[src/rtl/fifo_rd_pkg.sv]
// Shared definitions for the FIFO read-side stream adapter: latency limits and
// the in-flight read counter.
package fifo_rd_pkg;

  localparam int FIFO_RD_LAT_MIN = 1;
  localparam int FIFO_RD_LAT_MAX = 3;

  function automatic logic [1:0] popcount_lat(input logic [2:0] bits);
    return 2'(bits[0]) + 2'(bits[1]) + 2'(bits[2]);
  endfunction

endpackage

[src/rtl/fifo_rd_circ_buf.sv]
// Small circular buffer with pointer wrap at an arbitrary depth; the head reads
// as zero while the buffer is empty.
module fifo_rd_circ_buf
  import fifo_rd_pkg::*;
#(
  parameter int DATA_WIDTH = 32,
  parameter int BUF_DEPTH = 2,
  localparam int CNT_W = $clog2(BUF_DEPTH + 1),
  localparam int PTR_W = (BUF_DEPTH > 1) ? $clog2(BUF_DEPTH) : 1
) (
  input  logic                  clk,
  input  logic                  rst,
  input  logic                  push,
  input  logic                  pop,
  input  logic [DATA_WIDTH-1:0] din,
  output logic [DATA_WIDTH-1:0] dout,
  output logic [CNT_W-1:0]      count
);

  logic [DATA_WIDTH-1:0] mem_r [BUF_DEPTH];
  logic [PTR_W-1:0]      wr_ptr_r;
  logic [PTR_W-1:0]      rd_ptr_r;
  logic [CNT_W-1:0]      count_r;
  logic                  do_push_s;
  logic                  do_pop_s;

  function automatic logic [PTR_W-1:0] ptr_inc(input logic [PTR_W-1:0] ptr);
    if (ptr == PTR_W'(BUF_DEPTH - 1)) begin
      return {PTR_W{1'b0}};
    end else begin
      return ptr + PTR_W'(1);
    end
  endfunction

  // A push into a full buffer is only accepted when a pop frees a slot the same cycle.
  assign do_pop_s  = pop & (count_r != {CNT_W{1'b0}});
  assign do_push_s = push & ((count_r != CNT_W'(BUF_DEPTH)) | do_pop_s);

  // Storage write; contents are don't-care until pushed, so no reset.
  always_ff @(posedge clk) begin
    if (do_push_s) begin
      mem_r[wr_ptr_r] <= din;
    end
  end

  // Pointer and occupancy update.
  always_ff @(posedge clk) begin
    if (rst) begin
      wr_ptr_r <= {PTR_W{1'b0}};
      rd_ptr_r <= {PTR_W{1'b0}};
      count_r  <= {CNT_W{1'b0}};
    end else begin
      if (do_push_s) begin
        wr_ptr_r <= ptr_inc(wr_ptr_r);
      end
      if (do_pop_s) begin
        rd_ptr_r <= ptr_inc(rd_ptr_r);
      end
      case ({do_push_s, do_pop_s})
        2'b10:   count_r <= count_r + CNT_W'(1);
        2'b01:   count_r <= count_r - CNT_W'(1);
        default: count_r <= count_r;
      endcase
    end
  end

  // Head of buffer, forced to zero when empty.
  always_comb begin
    dout = {DATA_WIDTH{1'b0}};
    if (count_r == {CNT_W{1'b0}}) begin
      dout = {DATA_WIDTH{1'b0}};
    end else begin
      dout = mem_r[rd_ptr_r];
    end
  end

  assign count = count_r;

endmodule

[src/rtl/fifo_rd_stream_adapter.sv]
// Drains a standard-mode FIFO read port into a valid/ready stream, issuing reads
// only when buffer space is guaranteed for every word still in flight.
module fifo_rd_stream_adapter
  import fifo_rd_pkg::*;
#(
  parameter int DATA_WIDTH = 32,
  parameter int FIFO_READ_LATENCY = 1,
  localparam int BUF_DEPTH = FIFO_READ_LATENCY + 1,
  localparam int CNT_W = $clog2(BUF_DEPTH + 1)
) (
  input  logic                  rd_clk,
  input  logic                  rst,
  input  logic [DATA_WIDTH-1:0] fifo_dout,
  input  logic                  fifo_empty,
  input  logic                  fifo_rd_rst_busy,
  input  logic                  fifo_underflow,
  output logic                  fifo_rd_en,
  output logic [DATA_WIDTH-1:0] m_tdata,
  output logic                  m_tvalid,
  input  logic                  m_tready,
  output logic [CNT_W-1:0]      buf_count,
  output logic                  err_underflow
);

  localparam int PEND_W = CNT_W + 2;

  if ((FIFO_READ_LATENCY < FIFO_RD_LAT_MIN) || (FIFO_READ_LATENCY > FIFO_RD_LAT_MAX)) begin : g_bad_latency
    $error("fifo_rd_stream_adapter: FIFO_READ_LATENCY must be in 1..3");
  end

  logic [FIFO_READ_LATENCY-1:0] inflight_r;
  logic [2:0]                   inflight_ext_s;
  logic                         push_s;
  logic                         pop_s;
  logic [PEND_W-1:0]            pending_s;
  logic                         err_underflow_r;

  assign inflight_ext_s = 3'(inflight_r);
  assign push_s         = inflight_r[FIFO_READ_LATENCY-1];
  assign pop_s          = m_tvalid & m_tready;
  assign pending_s      = PEND_W'(buf_count) + PEND_W'(popcount_lat(inflight_ext_s));

  // Crediting the same-cycle pop keeps one word per clock under constant ready.
  assign fifo_rd_en = ~rst & ~fifo_empty & ~fifo_rd_rst_busy &
                      ((pending_s - PEND_W'(pop_s)) < PEND_W'(BUF_DEPTH));

  // In-flight read tracker; the MSB lines up with valid data on fifo_dout.
  always_ff @(posedge rd_clk) begin
    if (rst) begin
      inflight_r <= {FIFO_READ_LATENCY{1'b0}};
    end else begin
      inflight_r <= (inflight_r << 1) | FIFO_READ_LATENCY'(fifo_rd_en);
    end
  end

  // Sticky underflow flag, cleared only by reset.
  always_ff @(posedge rd_clk) begin
    if (rst) begin
      err_underflow_r <= 1'b0;
    end else if (fifo_underflow) begin
      err_underflow_r <= 1'b1;
    end else begin
      err_underflow_r <= err_underflow_r;
    end
  end

  fifo_rd_circ_buf #(
    .DATA_WIDTH(DATA_WIDTH),
    .BUF_DEPTH (BUF_DEPTH)
  ) u_buf (
    .clk  (rd_clk),
    .rst  (rst),
    .push (push_s),
    .pop  (pop_s),
    .din  (fifo_dout),
    .dout (m_tdata),
    .count(buf_count)
  );

  assign m_tvalid      = (buf_count != {CNT_W{1'b0}});
  assign err_underflow = err_underflow_r;

endmodule

[config.mk]
export PLATFORM = sky130hd
export DESIGN_NAME = fifo_rd_stream_adapter
export DESIGN_NICKNAME = d
export VERILOG_FILES = /design/src/rtl/fifo_rd_pkg.sv /design/src/rtl/fifo_rd_circ_buf.sv /design/src/rtl/fifo_rd_stream_adapter.sv
export SDC_FILE = /design/constraint.sdc
export NUM_CORES = 1
export LEC_CHECK = 0
export ABC_AREA = 1
export CAP_MARGIN = 40
export CORE_UTILIZATION = 30
export CTS_CLUSTER_DIAMETER = 30
export DETAILED_ROUTE_END_ITERATION = 8
export HOLD_SLACK_MARGIN = 0.02
export PLACE_DENSITY = 0.56
export SETUP_SLACK_MARGIN = 0.2
export SLEW_MARGIN = 15
export SYNTH_ARGS = -nofsm -noshare
export SYNTH_HDL_FRONTEND = slang
export SYNTH_SLANG_ARGS = --single-unit
[constraint.sdc]
create_clock -name rd_clk -period 3.5 [get_ports rd_clk]
set_input_delay 0.525 -clock rd_clk [delete_from_list [all_inputs] [get_ports rd_clk]]
set_output_delay 0.525 -clock rd_clk [all_outputs]
set_load 0.03 [all_outputs]
==> impl_metrics.tcl <==
set metrics [dict create \
    clockBufferDepth 2 \
    max_stage_delay_ps 460 \
    antenna_found_initial 0 \
    min_period_ps 3100 \
    vdd_drop_max_v 0.000271 \
    crit_type "primary input to primary output" \
    clock_latency_ps 340 \
    synth-edff-count 64 \
    max_freq_mhz 322 \
    synth_seq_area_share_pct 73.5 \
    worst-path-buf-inv 3 \
    place_inst 406 \
    htreeDepth 3 \
    path_clk_slew_ps 70 \
    path_cells "clkdlybuf4s50_1 > inv_1 > nor2_1 > ha_1 > nor2_1 > fa_1 > nor2_1 > nand3_1 > a21oi_1 > buf_4" \
    yosysTopAreaCell "edfxtp_1" \
    place.gp.congestion 0.714 \
    holdCritStartpoint "err_underflow$_SDFFE_PP0P_" \
    avgSynthCellArea_um2 12.3 \
    nFillCells 820 \
    r2r-start "u_buf.count[1]$_SDFFE_PP0P_" \
    syn_inst 229 \
    grt_pass1_wl_mm 9.37 \
    start_kind "primary input" \
    crit_family "buffers and inverters" \
    grt_max_degree 35 \
    syn2layout_area_growth_pct 37.7 \
    drc 0 \
    drive_gt1_share_pct 8.28 \
    clock_sinks 71 \
    fin_ws_ps 399 \
    skew_ps 9.65 \
    start_util_pct 31.6 \
    dp_slack_ps 400 \
    drt_wl_total_mm 5.60 \
    worstMarginPinSlew_ps 604 \
    slew-limit-headroom_pct 59.6 \
    core_mm2 0.00889 \
    synthesis.area_mm2 0.00281 \
    leakage_nw 1.37 \
    final_util_pct 43.5 \
    syn_nets 271 \
    critPathArrivalTime_ps 2580 \
    cts_buffers 9 \
    cts_tree "done" \
    ys_top_cells_by_area "edfxtp_1, nand2_1, a21oi_1" \
    portBuffers 74 \
    ys_top_cells_by_count "nand2_1, edfxtp_1, a21oi_1" \
    yosysMostFrequentCell "nand2_1" \
    cts_setup_buffers 0 \
    grt_setup_unrepaired "no" \
    grt_pass1_vias 1940 \
    diodes 0 \
    dp_hpwl_mm 3.35 \
    critical_path.most_common_cell "nor2_1" \
    min_path_type "flop to flop" \
    maxSlewViolCount 0 \
    synthArstFlopShare_pct 0 \
    ant_nets 0 \
    multiInputGateArea_um2 638 \
    yosys_warnings 0 \
    rows 34 \
    synth.distinct_cells 17 \
    dieHeight_um 98.7 \
    root_buffer "clkbuf_8" \
    grt_overflow 0 \
    synth_top_area_share_pct 68.5 \
    dr.pass1.iters 4 \
    cts-resized-gates 0 \
    critPathMaxFanout 3 \
    cts_hold_buf 0 \
    finalCritPeriodShare_pct 88.6 \
    synthFlopType "edfxtp_1" \
    vias 1856 \
    fp.dieW_um 98.7 \
    setup_viol 0 \
    initialDrtViolationCount 77 \
    crit_path_end_kind "primary output" \
    ys_ff_latch 71 \
    startpoint "m_tready" \
    power_mw 2.37 \
    final_hold_viol_count 0 \
    power_density_mw_per_mm2 614 \
    final_cells 422 \
    max-cap-violations 0 \
    regArea_mm2 0.00206 \
    setup-tns-final_ps 0 \
    critical-path-slowest-cell "clkdlybuf4s50_1" \
    final_net_count 351 \
    drt-vias-per-instance 4.40 \
    grt_usage_pct 12.7 \
    required_ps 2970 \
    num_io_pins 75 \
    routedWlPerCell_um 13.3 \
    status "finished clean" \
    die_area_mm2 0.00975 \
]
[state kept, by name, indices dropped and copies added (netlist names), named ones only]
register	cells
err_underflow	1
inflight_r	1
u_buf.count	2
u_buf.mem_r	64
u_buf.rd_ptr_r	1
u_buf.wr_ptr_r	1
[power by group]
part           switching [mW]  internal [mW]  total [mW]
Clock                   0.296          0.399       0.695
Combinational           0.424          0.255       0.679
Sequential             0.0220          0.978        1.00
[area by class of cell]
class | count | area share (%)
clock inverter | 6 | 2.20
inverter | 11 | 1.07
tap | 108 | 3.50
sequential | 71 | 53.4
clock buffer | 10 | 3.30
multi-input combinational | 137 | 16.5
timing repair buffer | 79 | 20.1
[worst min-delay path: stages (launching register included)]
cell	delay (ps)
dfxtp_1	340
nor2_1	50
nor2_1	60
[cells by family (layout without fill, tap and decap cells)]
logic type	after synthesis	count (layout)	synth area share, %
simple gates	95	95	13.6
fa+ha+maj	4	4	2.05
compound gates	38	38	6.78
flops	71	71	73.5
buf+inv	21	106	4.06
[path summary, 6_finish.rpt]
kind / end / slack, ps / cells after the start
hold / removal: err_underflow$_SDFFE_PP0P_ / 480 / 2
hold reg to reg: err_underflow$_SDFFE_PP0P_ / 480 / 2
setup reg to reg: inflight_r$_SDFF_PP0_ / 1590 / 8
setup / recovery: fifo_rd_en / 400 / 10
[metrics by stage]
step | cell area (um^2) | hold slack, ps
after floorplan | 2810 | 475
final | 3860 | 480
after detailed placement | 3650 | 461
after global routing | 3860 | 556
after global placement | 3650 | 452
after CTS | 3860 | 484
[layer usage]
metal,track usage [%],routed length (um)
met1,15.7,2470
met2,20.7,2710
met3,3.69,331
met4,5.86,88
met5,0,0
[cell usage in the layout (no fill, tap or decap), types with 6 or more instances in the layout]
master and n:
edfxtp_1 64, clkdlybuf4s50_1 73, buf_4 6, a21oi_1 36
nand2_1 72, dfxtp_1 7, inv_1 10, nor2_1 14
clkbuf_8 9
(Power assumes the default switching activity.)
